`src/rtl/pixel_burst_writer.sv`:
```
// pixel_burst_writer: gathers pixel pairs into a 32-byte VRAM block
// (8 words x 32 bits, 16 pixels with per-pixel write mask) and writes each
// completed or flushed block out as an 8-beat burst.
//
// Two buffers are used. The fill buffer collects pairs that share one block
// key. The flush buffer holds the block currently being written to memory.
// A transfer copies fill into flush and clears the fill words. This lets the
// upstream keep writing into the next block while a burst is still running.
module pixel_burst_writer (
  input  logic        clk,
  input  logic        i_nrst,
  input  logic [31:0] i_write32,
  input  logic [1:0]  i_pixelValid,
  input  logic        i_writePixel,
  input  logic [8:0]  i_pairX,
  input  logic [8:0]  i_scrY,
  input  logic        i_flush,
  output logic        o_okNext,
  output logic        o_memReq,
  output logic [14:0] o_memAdr,
  output logic [15:0] o_memMask,
  input  logic        i_memAck,
  output logic        o_memDataValid,
  output logic [31:0] o_memData,
  input  logic        i_memReady,
  output logic        o_busy
);

  typedef enum logic [1:0] {
    ST_IDLE = 2'd0,
    ST_REQ  = 2'd1,
    ST_DATA = 2'd2
  } state_t;

  // Flush FSM state and burst beat counter
  state_t      state_q, state_d;
  logic [2:0]  beat_q, beat_d;
  logic        pending_flush_q, pending_flush_d;

  // Fill buffer
  logic        fill_valid_q, fill_valid_d;
  logic [14:0] fill_key_q, fill_key_d;
  logic [15:0] fill_mask_q, fill_mask_d;
  logic [31:0] fill_words_q [8];
  logic [31:0] fill_words_d [8];

  // Flush buffer
  logic [14:0] flush_key_q, flush_key_d;
  logic [15:0] flush_mask_q, flush_mask_d;
  logic [31:0] flush_words_q [8];
  logic [31:0] flush_words_d [8];

  // Decoded view of the incoming pair
  logic [14:0] pair_key;
  logic [2:0]  pair_idx;
  logic [15:0] pair_bits;
  logic        is_idle;
  logic        accept;
  logic        key_hit;
  logic        flush_req;
  logic        fill_full;
  logic        transfer_go;

  assign pair_key  = {i_scrY, i_pairX[8:3]};
  assign pair_idx  = i_pairX[2:0];
  assign pair_bits = {14'd0, i_pixelValid} << {pair_idx, 1'b0};

  assign is_idle   = (state_q == ST_IDLE);
  // o_okNext depends on registered state only, so this accept has no
  // combinational loop back to the upstream handshake.
  assign o_okNext  = !(fill_valid_q && !is_idle);
  assign accept    = i_writePixel && (i_pixelValid != 2'b00) && o_okNext;
  assign key_hit   = fill_valid_q && (fill_key_q == pair_key);
  assign flush_req = i_flush || pending_flush_q;
  assign fill_full = (fill_mask_q == 16'hFFFF);

  // A transfer can only happen while the flush buffer is free (IDLE).
  // Cause 1: an accepted pair belongs to another block.
  // Cause 2: there is no accept and a flush is requested, or the block is
  //          completely covered.
  // If a same-key pair arrives in the same cycle, it is merged first. The
  // full/flush transfer then follows on the next cycle.
  assign transfer_go = is_idle && fill_valid_q &&
                       (accept ? !key_hit : (flush_req || fill_full));

  assign o_memReq       = (state_q == ST_REQ);
  assign o_memDataValid = (state_q == ST_DATA);
  assign o_memAdr       = is_idle ? 15'd0 : flush_key_q;
  assign o_memMask      = is_idle ? 16'd0 : flush_mask_q;
  assign o_memData      = (state_q == ST_DATA) ? flush_words_q[beat_q] : 32'd0;
  assign o_busy         = fill_valid_q || !is_idle || pending_flush_q;

  // Flush FSM next-state: IDLE -> REQ on transfer, REQ -> DATA on ack,
  // DATA -> IDLE after beat 7 is accepted
  always_comb begin
    state_d = state_q;
    beat_d  = beat_q;
    unique case (state_q)
      ST_IDLE: begin
        if (transfer_go) begin
          state_d = ST_REQ;
        end
      end
      ST_REQ: begin
        if (i_memAck) begin
          state_d = ST_DATA;
        end
      end
      ST_DATA: begin
        if (i_memReady) begin
          beat_d = beat_q + 3'd1;
          if (beat_q == 3'd7) begin
            state_d = ST_IDLE;
          end
        end
      end
      default: begin
        state_d = ST_IDLE;
        beat_d  = 3'd0;
      end
    endcase
  end

  // Pending flush: remember a flush that arrives while a burst is running
  // (or while a same-key pair is merging) so it is honoured once IDLE
  always_comb begin
    pending_flush_d = pending_flush_q;
    if (!is_idle) begin
      pending_flush_d = pending_flush_q || i_flush;
    end else if (transfer_go) begin
      // A key-change transfer starts a new fill. Keep any request for it.
      pending_flush_d = accept ? flush_req : 1'b0;
    end else if (accept) begin
      pending_flush_d = flush_req;
    end else begin
      pending_flush_d = 1'b0;
    end
  end

  // Fill/flush buffer update: transfer first, then apply the accepted pair
  always_comb begin
    fill_valid_d = fill_valid_q;
    fill_key_d   = fill_key_q;
    fill_mask_d  = fill_mask_q;
    flush_key_d  = flush_key_q;
    flush_mask_d = flush_mask_q;
    for (int i = 0; i < 8; i++) begin
      fill_words_d[i]  = fill_words_q[i];
      flush_words_d[i] = flush_words_q[i];
    end

    if (transfer_go) begin
      flush_key_d  = fill_key_q;
      flush_mask_d = fill_mask_q;
      for (int i = 0; i < 8; i++) begin
        flush_words_d[i] = fill_words_q[i];
        fill_words_d[i]  = 32'd0;
      end
      fill_mask_d  = 16'd0;
      fill_valid_d = 1'b0;
    end

    if (accept) begin
      if (transfer_go || !fill_valid_q) begin
        // Fresh block: words are already zero (reset or transfer clear)
        fill_key_d  = pair_key;
        fill_mask_d = pair_bits;
      end else begin
        fill_mask_d = fill_mask_q | pair_bits;
      end
      fill_valid_d = 1'b1;
      if (i_pixelValid[0]) begin
        fill_words_d[pair_idx][15:0] = i_write32[15:0];
      end
      if (i_pixelValid[1]) begin
        fill_words_d[pair_idx][31:16] = i_write32[31:16];
      end
    end
  end

  // State register; reset abandons any burst in progress
  always_ff @(posedge clk or negedge i_nrst) begin
    if (!i_nrst) begin
      state_q         <= ST_IDLE;
      beat_q          <= 3'd0;
      pending_flush_q <= 1'b0;
    end else begin
      state_q         <= state_d;
      beat_q          <= beat_d;
      pending_flush_q <= pending_flush_d;
    end
  end

  // Buffer registers
  always_ff @(posedge clk or negedge i_nrst) begin
    if (!i_nrst) begin
      fill_valid_q <= 1'b0;
      fill_key_q   <= 15'd0;
      fill_mask_q  <= 16'd0;
      flush_key_q  <= 15'd0;
      flush_mask_q <= 16'd0;
      for (int i = 0; i < 8; i++) begin
        fill_words_q[i]  <= 32'd0;
        flush_words_q[i] <= 32'd0;
      end
    end else begin
      fill_valid_q <= fill_valid_d;
      fill_key_q   <= fill_key_d;
      fill_mask_q  <= fill_mask_d;
      flush_key_q  <= flush_key_d;
      flush_mask_q <= flush_mask_d;
      for (int i = 0; i < 8; i++) begin
        fill_words_q[i]  <= fill_words_d[i];
        flush_words_q[i] <= flush_words_d[i];
      end
    end
  end

endmodule

```
`config.mk`:
```
export PLATFORM = sky130hd
export DESIGN_NAME = pixel_burst_writer
export DESIGN_NICKNAME = d
export VERILOG_FILES = /design/src/rtl/pixel_burst_writer.sv
export SDC_FILE = /design/constraint.sdc
export NUM_CORES = 1
export LEC_CHECK = 0
export CORE_MARGIN = 2
export CORE_UTILIZATION = 62
export DETAILED_ROUTE_END_ITERATION = 16
export PLACE_DENSITY = 0.93
export REMOVE_ABC_BUFFERS = 1
export SYNTH_ARGS = -nofsm -noshare
export SYNTH_HDL_FRONTEND = slang
export SYNTH_SLANG_ARGS = --single-unit
```
`constraint.sdc`:
```
create_clock -name clk -period 5.8 [get_ports clk]
set_input_delay 1.16 -clock clk [delete_from_list [all_inputs] [get_ports clk]]
set_output_delay 1.16 -clock clk [all_outputs]
set_load 0.05 [all_outputs]
```
# Word-level counts from Yosys, hierarchy flattened
# Index checks and enable logic that the tools add are counted.
# totals
register_bits	581
inputBits	58
out_inout_bits	67
elab_cells	97
# classes
add_sub_neg	1
n_lt_le_gt_ge	3
eq_ne	9
shift	1
mux	32
bitwise_logic	4
n_reduce_logical	23
# ops
cell	n
2-to-1 mux 256 bit	5
bitwise mux 256 bit	2
demux 32 bit (select 3 bit)	2
2-to-1 mux 32 bit	4
binary-select mux 32 bit (select 3 bit)	1
2-to-1 mux 16 bit	5
== test 16 bit (second input constant)	1
bitwise OR 16 bit	1
<< shifter 2 x 4 -> 16 bit	1
== test 15 bit	1
2-to-1 mux 15 bit	1
>= comparator 4 bit (second input constant)	2
2-to-1 mux 2 bit	4
inequality test 2 x 1 -> 1 bit (second input constant)	4
inverter 3 -> 4 bit	2
logical AND 1 bit	7
one-hot mux 2 bit (3 select lines)	1
one-hot mux 3 bit (2 select lines)	1
logical OR 1 bit	5
2-to-1 mux 1 bit	5
logical NOT 1 bit	4
< comparator 4 x 1 -> 1 bit (second input constant)	1
AND reduction 2 bit	2
AND reduction 4 bit	1
9 further kinds	10

# Logic depth before layout (Yosys ltp)
# Gate-level depths: netlist (run 1).
# depth
ltp_word	14
depth_mapped	10
depth_no_buf	6

# Least setup slack after synthesis (run 1)
# No wires, ideal clock.
# synth_timing
kind	register to output
from	reg beat_q[0]
to	out o_memData[22]
arrival_time_ns	2.197
required_ns	4.640
setup_slack_ns	2.443
path_stages_with_launch	6
path_buffers	2
cell_sequence	dfrtp_1 clkbuf_1 buf_2 mux4_2 nand2_1 a21oi_1
# synth_between
elab_chain_cells	5
# synth_rtl
item	line_no	text
from (decl)	37	logic [2:0] beat_q, beat_d;
from (signal assigned)	189	beat_q <= beat_d;
inverter 3 -> 4 bit (not written as such)	90	assign o_memData = (state_q == ST_DATA) ? flush_words_q[beat_q] : 32'd0;
binary-select mux 32 bit (select 3 bit)	90	
2-to-1 mux 32 bit (not written as such) (2 in a row)	90	
2-to-1 mux 32 bit	90	
to (decl)	24	output logic [31:0] o_memData,
# Every way passes these cells. The select of a mux whose other input is x is not followed.

# Worst setup path in the final report (run 1)
# layout_timing
from	reg beat_q[2]
to	out o_memData[31]
# The elaborated chain is that of the path after synthesis.

==> run_results.csv, run 1 <==
group,metric,value,unit
run_status,status,"completed",
synth,synthArstFlopShare,100,%
setup_path,r2r_cells,6,
synth,synth_fa_ha_area_share,0.0969,%
finish,drive_gt1_share,23.3,%
sta,tightest_slew,1.32,ns
setup_path,worstReg2RegEnd,"fill_words_q[135]",
sta,max_clock_freq,211,MHz
synth,synth_seq_cells,581,
job,drv_cap,0,
detailed_routing,drc,0,
setup_path,crit_path_cell_trace,"buf_4, clkinv_1, buf_4, nand2_1, a21oi_1, clkdlybuf4s50_1",
place,numPortBuffers,124,
cts,clock_path_buffers,3,
detailed_routing,final_antenna_net_count,0,
setup_path,rrSetupSlack,2.11,ns
synth,synth_cell_types,47,
global_route,grt_pass1_vias,19149,
hold_path,hold_class,"flip-flop to flip-flop",
die,fp.dieH,208,um
sta,grt_setup_unrepaired,"no",
place,detailed_place_hpwl,37500,um
hold_path,hold_start,"flush_key_q[3]",
synth,postSynthAreaPerCell,12.6,sq um
sta,fin_skew,0.0207,ns
cts,htree_num_levels,2,
synth,synth_compound_gate_area_share,8.55,%
global_route,antenna_found_initial,5,
synth,syn_inst,2047,
setup_path,worstSetupEndpointType,"output pin",
die,die_w,208,um
synth,synthMuxAreaShare,21.5,%
die,placementRows,74,
setup_path,cpMaxStageDelayCell,"clkdlybuf4s50_1",
detailed_routing,drt-initial-drc-count,2043,
die,core,41000,sq um
setup_path,slowest_delay,0.78,ns
cts,post_cts.repair.setup_buffers,0,
power,power.total,15.2,mW
sta,whs,0.496,ns
cts,holdBufCountCts,0,
setup_path,cpMostUsedCell,"buf_4",
cts,cts_resized,0,
setup_path,cp.depth,6,
cts,cts.sinks,581,
finish,area_growth_syn_to_layout,12.7,%
hold_path,whs_path_depth,1,
sta,relSlewSlack,12.2,%
sta,setup_viol,0,
setup_path,cpLargestDelayFamily,"buffers and inverters",
global_route,grt_pass1_wl,109000,um
place,gp_congestion,0.865,
cts,cts_root_buffer,"clkbuf_16",
finish,mostFrequentLayoutCell,"dfrtp_1",
power,leakage,13.6,nW
sta,drv_slew,0,
setup_path,r2r-start,"fill_valid_q",
die,dieArea,43300,sq um
synth,synth_edf_count,0,
synth,synthXorXnorAreaFrac,0.508,%
global_route,overflow,0,
setup_path,path_class,"flip-flop to output pin",
finish,finalNetCount,2138,
cts,cts_buffers,55,
cts,clkTransAtPathRegs,0.06,ns
sta,finalSetupTns,0,ns
synth,synthSimpleGateAreaFrac,9.37,%
synth,ys_warn_count,0,
synth,netlist_area,25800,sq um
sta,period_share,81.7,%
detailed_routing,routedWlPerCell,25.9,um
finish,mostFrequentLayoutCells,"dfrtp_1, nand2_1, mux2_4",
synth,ys_seq_area_share,56.3,%
hold_path,hold_path_end,"flush_key_q[3]",
setup_path,arrival,3.58,ns
detailed_routing,first_pass_iters,6,
global_route,grt_max_degree,177,
die,ioPinCount,125,
synth,ys.flop_type,"dfrtp_1",
power,ir_drop,0.396,mV
detailed_routing,vias_per_cell,6.67,
die,initial_core_util,63.0,%
cts,clk-insertion-delay-late,0.60,ns
detailed_routing,routed_wl,68700,um
sta,hold_viol_final,0,
setup_path,cp_max_fo,34,
power,p_per_area,523,nW/um^2
finish,fill_cells,2369,
sta,fin_crit,4.74,ns
setup_path,cp-startpoint,"beat_q[2]",
setup_path,path_buf_inv,4,
global_route,track_usage,32.2,%
synth,synth_top_family_by_area,"multiplexers",
setup_path,worstPathRequired,4.64,ns
setup_path,cp-start-kind,"flip-flop",
cts,cts_tree,"done",
detailed_routing,vias,17716,
-- metrics by stage --
step	setup slack, ns	instance area (sq um)	util (%)	cells
3_3_place_gp	1.42	27200	66.2	2553
4_1_cts	1.03	29100	71.0	2651
5_1_grt	0.946	29100	71.0	2654
3_5_place_dp	1.22	27200	66.2	2553
2_1_floorplan	-5.74	24900	-	1871
6_report	1.06	29100	71.0	2655
-- layer usage --
layer / wire [um] / global-route usage, % / vias to the layer above
li1: - / - / 7202
met1: 24800 / 40.5 / 9115
met2: 34400 / 52.8 / 1081
met3: 5730 / 5.83 / 316
met4: 3840 / 18.7 / 2
met5: 16 / 0 / -
-- state kept, by name, indices dropped and copies added, names as in the netlist --
register,flops
fill_mask_q,16
pending_flush_q,1
state_q,2
fill_key_q,15
flush_words_q,256
fill_words_q,256
flush_mask_q,16
fill_valid_q,1
flush_key_q,15
beat_q,3
-- synthesized netlist by cell type (3+ instances only) --
| master | number | area share [%] |
|---|---|---|
| nor2b_1 | 33 | 0.80 |
| buf_4 | 15 | 0.44 |
| mux2i_1 | 15 | 0.58 |
| and3_1 | 6 | 0.15 |
| inv_1 | 5 | 0.073 |
| a32o_1 | 9 | 0.35 |
| xnor2_1 | 15 | 0.51 |
| nor3_1 | 3 | 0.058 |
| o21a_1 | 3 | 0.087 |
| o22ai_1 | 3 | 0.073 |
| nand4_1 | 7 | 0.17 |
| nor3b_1 | 15 | 0.44 |
| buf_2 | 53 | 1.0 |
| buf_1 | 6 | 0.087 |
| nand3_1 | 22 | 0.43 |
| and4b_1 | 3 | 0.12 |
| nand2b_1 | 6 | 0.15 |
| clkbuf_1 | 79 | 1.1 |
| nand2_1 | 433 | 6.3 |
| and4bb_2 | 3 | 0.15 |
| mux2_4 | 189 | 11 |
| nor2_1 | 19 | 0.28 |
| a311o_1 | 6 | 0.23 |
| mux2_2 | 99 | 4.3 |
| dfrtp_1 | 581 | 56 |
| buf_6 | 21 | 0.92 |
| mux4_2 | 64 | 5.6 |
| a21oi_1 | 34 | 0.66 |
| o21ai_0 | 177 | 3.4 |
| a211o_1 | 16 | 0.54 |
| a22o_1 | 87 | 2.9 |
-- report_power, final --
group / leakage, nW / total, mW / switching (mW) / internal [mW]
Clock: 0.942 / 3.87 / 1.56 / 2.31
Sequential: 7.94 / 6.15 / 0.930 / 5.23
Combinational: 4.71 / 5.21 / 2.78 / 2.43
Total: 13.6 / 15.2 / 5.27 / 9.97
-- layout make-up --
class,count,area (sq um),area share [%]
Timing Repair Buffer,150,1540,5.29
Multi-Input combinational cell,1284,10400,35.7
Inverter,6,22.5,0.0773
Clock inverter,16,298,1.02
Antenna cell,4,10.0,0.0344
Sequential cell,581,14500,49.9
Tap cell,532,666,2.29
Clock buffer,82,1650,5.66
-- how the worst max path moves through the flow --
| stage | slack (ns) | end |
|---|---|---|
| floorplan | -5.74 | flush_key_q[14] |
| global placement | 1.42 | fill_words_q[229] |
| detailed placement | 1.22 | fill_words_q[224] |
| CTS | 1.03 | o_memData[26] |
| global route | 0.95 | o_memData[31] |
| finish | 1.06 | o_memData[31] |
-- cell families (layout without fill, tap and decap cells) --
logic type | Yosys count | after routing
DFF | 581 | 581
xor gates and xnor gates | 15 | 15
adders and majority gates | 2 | 2
muxes | 367 | 367
buffers and inverters | 182 | 254
and+or+nand+nor | 560 | 560
other | 0 | 4
AOI/OAI and AO/OA | 340 | 340
Note: power is estimated with default switching activity, not from simulation.
==> inputs of run 2 (changes only) <==
CORE_UTILIZATION = 60   (was 62)
PLACE_DENSITY = 0.9   (was 0.93)
clock period = 4.6 ns   (was 5.8 ns; I/O delays follow)
==> run 2 against run 1 <==
Routed wire length decreased by 0.75%. First-iteration DRC count decreased by 9.2%. Die area increased by 3.3%. Global-route usage decreased by 1.1 points. Clock skew increased by 0.013 ns. Sequential power increased by 26%. Register-to-register slack got worse by 0.53 ns. Combinational power increased by 27%. Largest cell class unchanged.
==> run_results.csv, run 2 (synthesis results as in run 1) <==
group,metric,value,unit
finish,area_growth_syn_to_layout,13.4,%
job,drv_cap,0,
hold_path,hold_class,"input pin to async pin",
sta,drv_slew,0,
place,detailed_place_hpwl,39200,um
finish,mostFrequentLayoutCell,"dfrtp_1",
setup_path,worstReg2RegEnd,"fill_mask_q[12]",
finish,drive_gt1_share,26.0,%
setup_path,cp-start-kind,"flip-flop",
detailed_routing,final_antenna_net_count,0,
sta,relSlewSlack,18.7,%
die,die_w,212,um
setup_path,worstPathRequired,3.68,ns
detailed_routing,vias,17592,
cts,cts_root_buffer,"clkbuf_16",
finish,fill_cells,2649,
cts,cts.sinks,581,
die,ioPinCount,125,
sta,grt_setup_unrepaired,"no",
run_status,status,"completed",
detailed_routing,routed_wl,68200,um
die,fp.dieH,212,um
global_route,grt_max_degree,133,
detailed_routing,drc,0,
detailed_routing,drt-initial-drc-count,1855,
global_route,antenna_found_initial,3,
sta,fin_skew,0.0341,ns
sta,hold_viol_final,0,
setup_path,r2r-start,"state_q[1]",
setup_path,path_class,"flip-flop to output pin",
cts,htree_num_levels,2,
place,placed_cells,2598,
global_route,grt_pass1_wl,107000,um
power,leakage,13.8,nW
cts,cts_tree,"done",
sta,finalSetupTns,0,ns
setup_path,arrival,2.95,ns
die,core,42800,sq um
cts,clock_path_buffers,3,
detailed_routing,routedWlPerCell,25.3,um
cts,clk-insertion-delay-late,0.61,ns
finish,mostFrequentLayoutCells,"dfrtp_1, nand2_1, mux2_4",
place,numPortBuffers,124,
setup_path,worstSetupEndpointType,"output pin",
cts,clkTransAtPathRegs,0.06,ns
setup_path,rrSetupSlack,1.58,ns
place,gp_congestion,0.801,
power,p_per_area,653,nW/um^2
sta,setup_viol,0,
global_route,grt_pass1_vias,18866,
finish,finalNetCount,2169,
finish,final_util,68.5,%
finish,top_regs,"fill_words_q x256, flush_words_q x256",
cts,post_cts.repair.setup_buffers,0,
die,placementRows,76,
power,ir_drop,0.395,mV
sta,tightest_slew,1.22,ns
setup_path,r2r_cells,6,
die,initial_core_util,60.4,%
detailed_routing,vias_per_cell,6.51,
global_route,track_usage,31.1,%
die,dieArea,44700,sq um
setup_path,cp_max_fo,35,
sta,max_clock_freq,259,MHz
sta,period_share,84.1,%
finish,stdcell_count,2701,
cts,holdBufCountCts,0,
global_route,overflow,0,
cts,cts_resized,0,
detailed_routing,first_pass_iters,5,
sta,fin_crit,3.87,ns
cts,cts_buffers,55,
[run 2: changes by cell type in the layout (fill, tap and decap cells not counted), sizes merged]
| cell | previous run | this run |
|---|---|---|
| clkbuf | 82 | 77 |
| diode | 4 | 1 |
| bufinv | 8 | 4 |
| clkdlybuf4s50 | 123 | 91 |
| buf | 27 | 90 |
| inv | 6 | 5 |
| clkinvlp | 4 | 5 |
| clkinv | 4 | 17 |
[run 2: worst max-delay path by stage]
stage | start | end | slack (ns) | cells past startpoint
6_report | beat_q[1] | o_memData[31] | 0.73 | 5
5_1_grt | beat_q[0] | o_memData[31] | 0.66 | 5
4_1_cts | beat_q[0] | o_memData[26] | 0.74 | 5
3_5_place_dp | i_writePixel | fill_words_q[39] | 0.80 | 8
3_3_place_gp | i_writePixel | fill_words_q[199] | 0.89 | 8
2_1_floorplan | i_pixelValid[1] | flush_key_q[14] | -6.70 | 4
[run 2: area by class of cell]
class	count	area [sq um]	area share (%)
Multi-Input combinational cell	1284	10400	35.5
Clock buffer	77	1630	5.56
Tap cell	546	683	2.33
Timing Repair Buffer	181	1770	6.04
Inverter	6	22.5	0.0769
Sequential cell	581	14500	49.6
Antenna cell	1	2.50	0.00854
Clock inverter	25	260	0.888
[run 2: report_power, final]
group	internal [mW]	leakage, nW	switching (mW)
clock network	2.70	0.932	2.01
logic	3.16	4.97	3.48
registers	6.59	7.94	1.18
total	12.4	13.8	6.68
[run 2: worst max-delay path, cell delays in order (launching register included)]
cell and delay [ns]:
dfrtp_2 1.12, buf_4 0.43, mux4_2 0.35, nand2_1 0.12, a21oi_1 0.09, buf_4 0.25
[run 2: stage by stage]
step                      power (mW)  cell area, sq um  hold slack [ns]  setup WS, ns
after floorplan                 11.5             24900            0.460         -6.70
final                           19.1             29300            0.455         0.733
after CTS                       19.1             29300            0.494         0.744
after global routing            19.8             29300            0.504         0.660
after detailed placement        14.2             27400            0.485         0.795
after global placement          13.9             27400            0.475         0.892
[run 2: metal layers]
| metal | GRT usage, % | wire (um) |
|---|---|---|
| met1 | 39.5 | 25100 |
| met2 | 52.3 | 34300 |
| met3 | 5.37 | 5280 |
| met4 | 14.9 | 3480 |
| met5 | 0 | 30 |
==> inputs of run 3 (changes only) <==
CORE_UTILIZATION = 55   (was 60)
PLACE_DENSITY = 0.88   (was 0.9)
clock period = 3.18 ns   (was 4.6 ns; I/O delays follow)
==> run 3 against run 2 <==
Final area increased by 2.4%. Register-to-register slack got worse by 0.98 ns. Setup slack got worse by 0.68 ns. Hold slack lost 0.36 ns. Clock power up 52%. Non-clock buffer count is 43 higher. Cell count grew 3.9%. Highest routed layer unchanged.
==> run_results.csv, run 3 (synthesis results as in run 1) <==
group,metric,value,unit
die,fp.dieH,221,um
place,detailed_place_hpwl,40600,um
global_route,grt_max_degree,90,
setup_path,path_class,"flip-flop to output pin",
cts,htree_num_levels,2,
place,placed_area,28000,sq um
setup_path,worstSetupEndpointType,"output pin",
finish,mostFrequentLayoutCell,"dfrtp_1",
setup_path,cp-start-kind,"flip-flop",
detailed_routing,drc,0,
global_route,grt_pass1_vias,19285,
sta,tightest_slew,1.01,ns
sta,relSlewSlack,32.8,%
global_route,track_usage,29.1,%
detailed_routing,drt-initial-drc-count,1720,
power,clockPowerShare,24.9,%
setup_path,r2r-start,"state_q[1]",
global_route,overflow,0,
power,seqPwrFrac,38.4,%
cts,holdBufCountCts,0,
cts,cts_root_buffer,"clkbuf_16",
cts,cts_tree,"done",
finish,postLayoutCellArea,30000,sq um
sta,fin_skew,0.0181,ns
cts,clkTransAtPathRegs,0.06,ns
place,gp_congestion,0.824,
power,internal-power,18.9,mW
run_status,status,"completed",
power,ir_drop,0.781,mV
power,power.switching,9.74,mW
cts,cts_resized,0,
hold_path,hold_class,"input pin to async pin",
power,switching_share,34.0,%
cts,cts.sinks,581,
finish,top_regs,"fill_words_q x256, flush_words_q x256",
cts,clk-insertion-delay-late,0.60,ns
sta,finalSetupTns,0,ns
setup_path,rrSetupSlack,0.60,ns
die,dieArea,48700,sq um
finish,area_growth_syn_to_layout,16.1,%
setup_path,cp_max_fo,51,
setup_path,r2r_cells,7,
die,placementRows,79,
detailed_routing,vias_per_cell,6.32,
detailed_routing,final_antenna_net_count,0,
setup_path,worstPathRequired,2.54,ns
die,die_w,221,um
cts,cts_buffers,56,
detailed_routing,vias,17746,
setup_path,arrival,2.49,ns
sta,grt_setup_unrepaired,"no",
place,numPortBuffers,124,
die,ioPinCount,125,
sta,hold_viol_final,0,
global_route,antenna_found_initial,3,
die,core,46500,sq um
finish,mostFrequentLayoutCells,"dfrtp_1, nand2_1, mux2_4",
detailed_routing,routedWlPerCell,24.6,um
detailed_routing,routed_wl,69000,um
detailed_routing,first_pass_iters,5,
cts,clock_path_buffers,3,
finish,finalNetCount,2213,
finish,drive_gt1_share,27.2,%
sta,fin_crit,3.13,ns
power,power_frac_comb,36.6,%
sta,drv_slew,0,
die,initial_core_util,55.6,%
power,power.total,28.6,mW
sta,max_clock_freq,320,MHz
global_route,grt_pass1_wl,109000,um
power,p_per_area,954,nW/um^2
job,drv_cap,0,
sta,period_share,98.4,%
sta,setup_viol,0,
setup_path,worstReg2RegEnd,"fill_words_q[2]",
power,leakage,14.2,nW
-- run 3: cell count changes in the layout (fill, tap and decap cells not counted), moves of 3 or more --
cell	change
buf_4	+25
clkinv_2	-6
inv_6	+3
clkinvlp_4	-4
buf_12	+18
nor3_4	-3
nor3_2	+3
bufinv_16	+4
clkbuf_1	+5
-- run 3: worst max-delay path: stages, from the launching register on --
cell and delay, ns:
dfrtp_1 0.58, nor2_4 0.06, buf_12 0.19, nor2b_1 0.20
clkdlybuf4s50_1 0.84
-- run 3: power groups by stage --
stage	clock, mW	sequential, mW	combinational, mW
4_1_cts	7.20	11.0	10.4
3_5_place_dp	0	11.0	10.2
2_1_floorplan	0	10.2	5.31
3_3_place_gp	0	10.8	9.84
5_1_grt	7.51	11.2	11.0
6_report	7.14	11.0	10.5
-- run 3: per-layer routing --
metal	share of wire (%)	wire (um)	vias to the layer above	GRT usage [%]
met5	0.019	13	-	0
met3	8.4	5780	230	5.43
met4	4.3	2960	2	13.6
li1	-	-	7373	-
met2	50	34600	937	48.7
met1	37	25700	9204	37.0
-- run 3: how the worst max path moves through the flow --
stage / start / to / cells after the start
finish: state_q[1] / o_memMask[6] / 4
floorplan: fill_valid_q / flush_key_q[14] / 4
CTS: state_q[1] / o_memMask[2] / 4
global route: state_q[1] / o_memMask[2] / 4
detailed placement: i_scrY[6] / flush_words_q[14] / 8
global placement: i_pairX[8] / flush_words_q[67] / 8
-- run 3: through the flow --
step | instances | util, % | hold WS, ns | worst slack (ns)
6_report | 2806 | 64.6 | 0.0989 | 0.0511
5_1_grt | 2805 | 64.6 | 0.146 | 0.0146
4_1_cts | 2804 | 64.6 | 0.105 | 0.0627
3_5_place_dp | 2701 | 60.3 | 0.482 | 0.128
3_3_place_gp | 2701 | 60.3 | 0.474 | 0.156
2_1_floorplan | 1871 | - | 0.340 | -7.97
-- run 3: layout make-up --
type	count	area, sq um
fillers	3083	16400
flip-flops and latches	581	14500
multi-input cells	1284	10400
repair buffers	224	2320
clock buffers	82	1670
well taps	607	759
clock inverters	20	314
inverters	6	22.5
diodes	2	5.00
-- run 3: what timing repair did --
item | in CTS | in global routing
endpoints found under the hold margin | 0 | 0
setup endpoints to repair | 7 | 0
buffers inserted | 1 | 0
